==> src/rtl/uart_bit_receiver.sv <==
// UART receive deserialiser: oversampled start qualification, centre-sampled data and stop bits,
// one-cycle char_received strobe and a sticky framing_error until the next stop-bit evaluation.
module uart_bit_receiver #(
    parameter int DATA_BITS  = 8,
    parameter int OVERSAMPLE = 16
) (
    input  logic                 clk,
    input  logic                 reset,
    input  logic                 serial_in,
    input  logic                 sample_enable,
    output logic [DATA_BITS-1:0] data_out,
    output logic                 char_received,
    output logic [3:0]           bit_count,
    output logic                 framing_error,
    output logic                 busy
);
    localparam int                SCNT_W    = (OVERSAMPLE > 1) ? $clog2(OVERSAMPLE) : 1;
    localparam logic [SCNT_W-1:0] SCNT_MID  = SCNT_W'(OVERSAMPLE / 2 - 1);
    localparam logic [SCNT_W-1:0] SCNT_LAST = SCNT_W'(OVERSAMPLE - 1);
    localparam logic [3:0]        BITS_LAST = 4'(DATA_BITS - 1);

    typedef enum logic [2:0] {IDLE, START, DATA, STOP, BREAK} state_t;

    state_t               state, state_nxt;
    logic [SCNT_W-1:0]    scnt, scnt_nxt;
    logic [3:0]           bit_count_nxt;
    logic [DATA_BITS-1:0] shift, shift_nxt;
    logic [DATA_BITS-1:0] data_out_nxt;
    logic                 char_received_nxt;
    logic                 framing_error_nxt;
    logic                 armed, armed_nxt;
    logic                 rx_p0, rx_s;
    logic                 vld_p0, vld_p1;

    // Stage p0/p1: two-flop synchroniser; vld marks when rx_s carries a real line sample
    always_ff @(posedge clk or posedge reset) begin
        if (reset) begin
            rx_p0  <= 1'b1;
            rx_s   <= 1'b1;
            vld_p0 <= 1'b0;
            vld_p1 <= 1'b0;
        end else begin
            rx_p0  <= serial_in;
            rx_s   <= rx_p0;
            vld_p0 <= 1'b1;
            vld_p1 <= vld_p0;
        end
    end

    // Stage p2: receiver state, counters and outputs
    always_ff @(posedge clk or posedge reset) begin
        if (reset) begin
            state         <= IDLE;
            scnt          <= '0;
            bit_count     <= '0;
            shift         <= '1;
            data_out      <= '0;
            char_received <= 1'b0;
            framing_error <= 1'b0;
            armed         <= 1'b0;
        end else begin
            state         <= state_nxt;
            scnt          <= scnt_nxt;
            bit_count     <= bit_count_nxt;
            shift         <= shift_nxt;
            data_out      <= data_out_nxt;
            char_received <= char_received_nxt;
            framing_error <= framing_error_nxt;
            armed         <= armed_nxt;
        end
    end

    always_comb begin
        state_nxt         = state;
        scnt_nxt          = scnt;
        bit_count_nxt     = bit_count;
        shift_nxt         = shift;
        data_out_nxt      = data_out;
        char_received_nxt = 1'b0;
        framing_error_nxt = framing_error;
        armed_nxt         = armed;
        if (sample_enable) begin
            unique case (state)
                IDLE: begin
                    // A reset mid-frame must not treat the remaining low bits as a new start edge
                    if (rx_s && vld_p1) begin
                        armed_nxt = 1'b1;
                    end
                    if (!rx_s && armed) begin
                        state_nxt     = START;
                        scnt_nxt      = '0;
                        bit_count_nxt = '0;
                    end
                end
                START: begin
                    if (scnt == SCNT_MID) begin
                        scnt_nxt  = '0;
                        state_nxt = rx_s ? IDLE : DATA;
                    end else begin
                        scnt_nxt = scnt + 1'b1;
                    end
                end
                DATA: begin
                    if (scnt == SCNT_LAST) begin
                        scnt_nxt      = '0;
                        shift_nxt     = {rx_s, shift[DATA_BITS-1:1]};
                        bit_count_nxt = bit_count + 4'd1;
                        if (bit_count == BITS_LAST) begin
                            state_nxt = STOP;
                        end
                    end else begin
                        scnt_nxt = scnt + 1'b1;
                    end
                end
                STOP: begin
                    if (scnt == SCNT_LAST) begin
                        scnt_nxt = '0;
                        if (rx_s) begin
                            data_out_nxt      = shift;
                            char_received_nxt = 1'b1;
                            framing_error_nxt = 1'b0;
                            state_nxt         = IDLE;
                        end else begin
                            framing_error_nxt = 1'b1;
                            state_nxt         = BREAK;
                        end
                    end else begin
                        scnt_nxt = scnt + 1'b1;
                    end
                end
                BREAK: begin
                    if (rx_s) begin
                        state_nxt = IDLE;
                    end
                end
                default: state_nxt = IDLE;
            endcase
        end
    end

    assign busy = (state != IDLE);

endmodule

==> config.mk <==
export PLATFORM = sky130hd
export DESIGN_NAME = uart_bit_receiver
export DESIGN_NICKNAME = d
export VERILOG_FILES = /design/src/rtl/uart_bit_receiver.sv
export SDC_FILE = /design/constraint.sdc
export NUM_CORES = 1
export LEC_CHECK = 0
export ABC_AREA = 1
export CORE_MARGIN = 1.5
export CORE_UTILIZATION = 40
export CTS_CLUSTER_SIZE = 28
export DETAILED_ROUTE_END_ITERATION = 7
export DONT_BUFFER_PORTS = 1
export PLACE_DENSITY = 0.59
export SLEW_MARGIN = 20
export SYNTH_ARGS = -nofsm -noshare
export SYNTH_HDL_FRONTEND = slang
export SYNTH_SLANG_ARGS = --single-unit
==> constraint.sdc <==
create_clock -name clk -period 1.6 [get_ports clk]
set_input_delay 0.32 -clock clk [delete_from_list [all_inputs] [get_ports clk]]
set_output_delay 0.32 -clock clk [all_outputs]
set_load 0.1 [all_outputs]
# Yosys cells after proc, flatten, opt, wreduce, memory -nomap -nowiden
# Index checks and enable logic that the tools add are counted.
[word_totals]
reg_bits = 34
input_bits = 4
[classes]
n_addsub = 2
n_eq_ne = 13
muxes = 20
n_reduce_logical = 15
[op_table]
columns = ["operator", "n"]
rows = [
  ["3-bit two-way mux", 7],
  ["4-bit two-way mux", 4],
  ["3-bit one-hot mux with 5 select lines", 1],
  ["2-bit inequality test, second input constant", 6],
  ["4-bit one-hot mux with 3 select lines", 1],
  ["3-bit AND reduction", 4],
  ["4-bit by 1-bit adder with 4-bit output, second input constant", 2],
  ["4-bit by 3-bit == test with 1-bit output, second input constant", 2],
  ["4-bit one-hot mux with 2 select lines", 1],
  ["4-bit AND reduction", 2],
  ["7-bit AND reduction", 1],
  ["3-bit by 2-bit == test with 1-bit output, second input constant", 2],
  ["3-bit nonzero test", 2],
  ["1-bit two-way mux", 5],
  ["4-bit == test, second input constant", 1],
  ["3-bit by 1-bit == test with 1-bit output, second input constant", 1],
  ["3-bit == test, second input constant", 1],
  ["3-bit logical NOT", 1],
  ["1-bit logical AND", 2],
  ["2-bit two-way mux", 1],
  ["2-bit nonzero test", 1],
  ["2-bit OR reduction", 1],
  ["1-bit logical NOT", 1],
]

# Depth between registers and ports, before layout
# Gate-level depths: netlist of the first run.
[depth]
word_depth = 4
ltp_mapped = 8
ltp_nobuf = 8

# Worst setup path before layout of the first run
# OpenSTA, ideal clock, no wires.
[synth_timing]
path_type = "reg2reg"
start = "register bit_count[0]"
end = "register state[0]"
setup_time_ns = 0.117
arrival_ns = 1.739
setup_slack_ns = -0.256
stages_incl_launch_ff = 7
n_path_buf = 0
period_less_slack_ns = 1.856
path_cell_list = "dfrtp_1 ha_1 nand3_1 a21oi_1 nand3_1 nand2_1 nand2_1"
[synth_between]
elab_chain_len = 3
[synth_lines]
columns = ["element", "line_no", "text"]
rows = [
  ["start: declaration", "13", "output logic [3:0] bit_count,"],
  ["start signal: assignment", "64", "bit_count <= bit_count_nxt;"],
  ["4-bit by 3-bit == test with 1-bit output", "108", "if (bit_count == BITS_LAST) begin"],
  ["2-bit inequality test (no source line)", "n/a", ""],
  ["7-bit AND reduction (no source line)", "n/a", ""],
  ["end signal: assignment", "62", "state <= state_nxt;"],
  ["end: declaration", "24", "state_t state, state_nxt;"],
]
# Every way passes these cells.
# A chain may end at the register's enable or synchronous reset.

# Worst setup path after layout of the first run
[layout_timing]
start = "register state[0]"
end = "output port busy"
[layout_between]
elab_chain_len = 1
[layout_lines]
columns = ["element", "line_no", "text"]
rows = [
  ["3-bit nonzero test", "141", "assign busy = (state != IDLE);"],
  ["end: declaration", "15", "output logic busy"],
]
# Every way passes these cells.

==> results of run 1 <==
## per-stage QoR
step	std cells	hold WS [ns]	cell area (sq um)
finish	257	0.0234	1940
global route	257	0.0130	1940
CTS	253	0.0244	1900
detailed placement	245	0.325	1820
global placement	245	0.325	1820
floorplan	180	0.324	1600
## layer usage
| metal | up-vias | global-route usage | routed length (um) |
|---|---|---|---|
| met3 | 6 | 0.0511 | 119 |
| met2 | 26 | 0.253 | 1470 |
| li1 | 634 | - | - |
| met5 | - | 0 | 0 |
| met4 | 0 | 0.0510 | 46 |
| met1 | 570 | 0.216 | 1510 |
## worst paths after layout
check | from | endpoint | cells past startpoint
setup reg to reg | scnt[0]$_DFFE_PP0P_ | data_out[3]$_DFFE_PP0P_ | 7
hold reg to reg | rx_p0$_DFF_PP1_ | rx_s$_DFF_PP1_ | 0
min in group clk | serial_in | rx_p0$_DFF_PP1_ | 0
setup / recovery | state[0]$_DFFE_PP0P_ | busy | 5
hold / removal | reset | bit_count[3]$_DFFE_PP0P_ | 2
max in group asynchronous | reset | shift[0]$_DFFE_PP1P_ | 2
## cell type report
| type | count | area [sq um] | share of cell area |
|---|---|---|---|
| clock buffers | 8 | 80.1 | 0.0413 |
| repair buffers | 24 | 205 | 0.106 |
| well taps | 48 | 60.1 | 0.0310 |
| flip-flops and latches | 34 | 868 | 0.448 |
| multi-input cells | 130 | 674 | 0.348 |
| inverters | 13 | 48.8 | 0.0252 |
## registers in the layout, indices dropped and copies added (netlist names)
signal / count
scnt: 4
vld_p0: 1
vld_p1: 1
framing_error: 1
data_out: 8
rx_p0: 1
shift: 8
bit_count: 4
armed: 1
char_received: 1
rx_s: 1
state: 3
## synth_stat cells, types with 2 or more instances
| cell type | n |
|---|---|
| nand2_1 | 54 |
| dfrtp_1 | 24 |
| nand3_1 | 20 |
| nor2_1 | 12 |
| dfstp_2 | 10 |
| o21ai_1 | 10 |
| o21ai_2 | 8 |
| inv_1 | 7 |
| inv_2 | 6 |
| a21oi_1 | 3 |
| buf_2 | 3 |
| nand2_2 | 3 |
| nor2_4 | 3 |
| o21ai_0 | 3 |
| xor2_1 | 3 |
| ha_1 | 2 |
## what timing repair did
item                                    CTS  global route
pin swaps                                 0             2
resized for setup                         1             4
endpoints found under the setup margin    1             9
buffers inserted                          0             3
gates cloned                              0             1
## report_power, final
| group | total (uW) | leakage [uW] | switching, uW | internal, uW |
|---|---|---|---|---|
| logic | 1130 | 0.000496 | 776 | 353 |
| clock network | 588 | 0.0000395 | 280 | 309 |
| registers | 1090 | 0.000416 | 126 | 959 |
## kinds of logic (layout without fill, tap and decap cells)
group,count (synthesis),count (layout),synth area share
AO/OA/AOI/OAI,25,25,0.0986
buffers and inverters,17,45,0.0469
flip-flops,34,34,0.540
AND/OR/NAND/NOR,97,98,0.275
XOR/XNOR,4,4,0.0219
other,1,1,0.00235
adder cells (fa/ha/maj),2,2,0.0156
==> results.md, run 1 <==
- Synthesized net count: 186
- VDD IR max: 1430 uV
- Crit path required time: 1.28 ns
- First-pass iteration count of the detailed router: 4
- Row cnt: 22
- Fill cells: 365
- Setup Skew: 0.00834 ns
- Top cells by area, synth: dfrtp_1 (38%), dfstp_2 (16%), nand2_1 (13%)
- CTS tree: built
- Status: complete, no violations
- H-tree depth: 2
- Clk buf depth: 2
- Setup crit end kind: output port
- Die area: 0.00439 sq mm
- Commonest non-fill, non-tap cells in the layout: nand2_1 (53), buf_4 (22), nand3_1 (20), dfrtp_1 (20), nor2_1 (11)
- Area Overhead vs Synth: 21.1%
- Ports: 19
- Top cell type's share of synthesized area: 0.376
- Die Wd: 66.2 um
- Largest net degree at the start of global routing: 35
- Wirelength per Cell: 12.3 um
- Antenna violations before repair: 0
- Max Clock Freq: 648 MHz
- Post-synthesis cell count: 180
- Fin worst setup slack: 0.0562 ns
- GRT overflow: 0
- Synth cell types: 25
- R2r setup slk: 0.13 ns
- Aggregate negative setup slack: 0 ns
- Slew Viols, Final: 0
- First-pass GRT wire length: 5.38 mm
- Core ar.: 0.00374 sq mm
- Clock transition at path regs: 0.07 ns
- Routed Antenna Nets: 0
- Die H: 66.2 um
- Critical Path Fanout Max: 5
- Final Core Density: 0.517
- Initial Util: 0.427
- Crit-path cells: inv_2 -> nand2_2 -> nor2_2 -> inv_2 -> buf_12
- Worst Setup Start Kind: flop
- Slowest CP cell: dfrtp_1
- DP HPWL: 2.18 mm
- Vias: 1236
- # DRC: 0
- Max-Cap Viols: 0
- Min cycle time layout: 1.54 ns
- YS warnings: 0
- Layout cells sized above 1: 0.340
- Top_reg_cell synth: dfrtp_1
- # diodes: 0
- Min-delay worst type: in -> async
- Total CTS buffers: 5
- Pwr/cell area: 1450 mW/mm^2
- Drt total wl: 3.15 mm
- FFs w/ async S/R, synth: 1.00
- Overall Global Routing Usage: 0.162
- Clock Latency Late Sink: 0.28 ns
- Vias in the first global route: 1198
- Sequential fraction of the synthesis area: 0.540
- EDFF count, synth: 0
- Fin crit share: 0.965
- Leak Pwr: 0.000951 uW
- Hold Fails Final Rpt: 0
- CP peak stage delay: 0.43 ns
- Post-CTS Hold Fix Bufs: 0
- Root Driver: clkbuf_8
- Most used cell, CP: inv_2
- FF+latch count, synth: 34
- Buf/Inv on CP: 3
- Clock sink total: 34
- Iteration-0 DRC Markers: 59
- Commonest non-fill, non-tap cell in the layout: nand2_1
- GP Congestion: 0.939
- Via density: 4.81
- Crit-path leading delay family: flip-flops
- Setup WS pre-CTS: 0.129 ns
- # nets final: 214
- CP Data Arrival Time: 1.22 ns
- Final Total Pwr: 2800 uW
- Crit path kind: reg -> out
- Final-report setup violation count: 0
- Netlist Area Pre-Place: 0.00160 sq mm
- Synth Area per Inst: 8.88 sq um
- Port bufs: 0
- Area leader, netlist: dfrtp_1
(Power assumes the default switching activity.)
==> inputs of run 2 (changes only) <==
--- a/config.mk
+++ b/config.mk
@@ -12,7 +12,7 @@
 export DETAILED_ROUTE_END_ITERATION = 7
 export DONT_BUFFER_PORTS = 1
 export PLACE_DENSITY = 0.59
-export SLEW_MARGIN = 20
+export SLEW_MARGIN = 30
 export SYNTH_ARGS = -nofsm -noshare
 export SYNTH_HDL_FRONTEND = slang
 export SYNTH_SLANG_ARGS = --single-unit
==> results of run 2 <==
No change in the layout: final DEF, timing and power equal those of run 1.
==> inputs of run 3 (changes only) <==
--- a/config.mk
+++ b/config.mk
@@ -6,7 +6,7 @@
 export NUM_CORES = 1
 export LEC_CHECK = 0
 export ABC_AREA = 1
-export CORE_MARGIN = 1.5
+export CORE_MARGIN = 1
 export CORE_UTILIZATION = 40
 export CTS_CLUSTER_SIZE = 28
 export DETAILED_ROUTE_END_ITERATION = 7
==> run 3 against run 2 <==
Non-clock buffer count increased by 6. Cell count is 1.9% higher. Critical endpoint unchanged. Combinational power increased by 4%. Via count grew 4.9%. Largest cell class unchanged. Sequential share of layout area is 1.3 points lower. Fmax decreased by 0.99%. Clock power up 12%. Largest power group unchanged. Clock skew about the same. Power is 3.8% higher. Critical path type unchanged.
==> results.md, run 3 (same netlist as run 1, synthesis figures left out) <==
- Iteration-0 DRC Markers: 62
- Commonest non-fill, non-tap cell in the layout: nand2_1
- Slew Viols, Final: 0
- Setup Skew: 0.00812 ns
- Post-CTS Hold Fix Bufs: 0
- Wirelength per Cell: 12.4 um
- Clock transition at path regs: 0.07 ns
- GP Congestion: 0.943
- Final-report setup violation count: 0
- Crit-path cells: inv_2 -> nand2_2 -> nor2_1 -> inv_1 -> buf_12
- CP peak stage delay: 0.43 ns
- Clock sink total: 34
- Commonest non-fill, non-tap cells in the layout: nand2_1 (53), buf_4 (27), nand3_1 (20), dfrtp_1 (20), nor2_1 (12)
- Met2 routed wirelength: 1.44 mm
- Hold Fails Final Rpt: 0
- VDD IR max: 993 uV
- Total CTS buffers: 5
- Via density: 4.95
- Placed insts: 245
- Met3 wire len: 190 um
- Met1 wire length: 1.55 mm
- Fill cells: 351
- Min cycle time layout: 1.56 ns
- GRT overflow: 0
- Leak Pwr: 0.00100 uW
- Pwr/cell area: 1460 mW/mm^2
- Clk buf depth: 2
- Overall Global Routing Usage: 0.177
- Antenna violations before repair: 0
- Vias: 1297
- Port bufs: 0
- Aggregate negative setup slack: 0 ns
- Row cnt: 22
- Max Clock Freq: 641 MHz
- DP HPWL: 2.21 mm
- Slowest CP cell: dfrtp_1
- H-tree depth: 2
- Die Wd: 65.2 um
- Top flop regs: data_out: 8 flops, shift: 8 flops
- Max-Cap Viols: 0
- Initial Util: 0.427
- Layout cells sized above 1: 0.350
- Core ar.: 0.00374 sq mm
- Min-delay worst type: in -> async
- Fin worst setup slack: 0.0408 ns
- Fin crit share: 0.975
- Crit path required time: 1.28 ns
- FF+latch area: 868 sq um
- Clock Latency Late Sink: 0.29 ns
- First-pass iteration count of the detailed router: 5
- CTS tree: built
- Routed Antenna Nets: 0
- Top sig layer: met4
- Critical Path Fanout Max: 5
- Status: complete, no violations
- Drt total wl: 3.25 mm
- Setup WS pre-CTS: 0.123 ns
- CP Data Arrival Time: 1.24 ns
- # DRC: 0
- Worst Setup Start Kind: flop
- # diodes: 0
- Root Driver: clkbuf_8
- # nets final: 219
- First-pass GRT wire length: 5.57 mm
- Setup crit end kind: output port
- Area Overhead vs Synth: 24.8%
- Area occupied by multi-input gates: 681 sq um
- Largest net degree at the start of global routing: 35
- Ports: 19
- Die area: 0.00425 sq mm
- Crit path kind: reg -> out
- Vias in the first global route: 1212
- Die H: 65.2 um
- Final Non-Filler Cells: 262
-- run 3: cell types whose count changed in the layout (fill, tap and decap cells not counted), sizes merged --
cell    previous run  this run
clkbuf             8         9
nor2              17        16
buf               24        29
-- run 3: through the flow --
step | instance area (sq um) | hold WS, ns | util | total power, uW
after detailed placement | 1820 | 0.325 | 0.486 | 2140
final | 2000 | 0.0102 | 0.533 | 2910
after global placement | 1820 | 0.323 | 0.486 | 2120
after global routing | 2000 | 0.00825 | 0.533 | 3070
after floorplan | 1600 | 0.324 | - | 1860
after CTS | 1920 | 0.0136 | 0.512 | 2820
-- run 3: worst max-delay path: cells and delay by family, from the launching register on --
family,cells,cell delay [ns]
buffers and inverters,3,0.36
flip-flops,1,0.43
AND/OR/NAND/NOR,2,0.15
-- run 3: where the power goes --
part	total [uW]	internal [uW]	switching, uW	leakage (uW)
combinational	1170	382	786	0.000542
sequential	1080	959	123	0.000416
clock	658	351	308	0.0000455
-- run 3: final timing paths --
check                                          start                       to  slack, ns  cells past startpoint
worst max register to register   scnt[1]$_DFFE_PP0P_  data_out[0]$_DFFE_PP0P_       0.11                      8
worst max-delay path            state[0]$_DFFE_PP0P_                     busy       0.04                      5
worst min register to register       rx_p0$_DFF_PP1_           rx_s$_DFF_PP1_       0.36                      0
max in group asynchronous                      reset     shift[2]$_DFFE_PP1P_       1.25                      2
worst min-delay path                           reset        armed$_DFFE_PP0P_       0.01                      2
min in group clk                           serial_in          rx_p0$_DFF_PP1_       0.02                      0
-- run 3: cell type report --
class                      count  share of cell area
clock buffer                   8              0.0451
sequential                    34               0.435
tap                           48              0.0301
inverter                      13              0.0245
multi-input combinational    129               0.341
timing repair buffer          30               0.124
-- run 3: metal layers --
layer	track usage	vias to the layer above
met5	0	-
met1	0.230	606
met2	0.267	42
li1	-	643
met3	0.0469	6
met4	0.0951	0
-- run 3: repair_timing --
action                                  4_1_cts  5_1_grt
gates resized for setup                       1        4
buffers inserted                              1        8
pin swaps                                     0        3
endpoints found under the setup margin        1       11
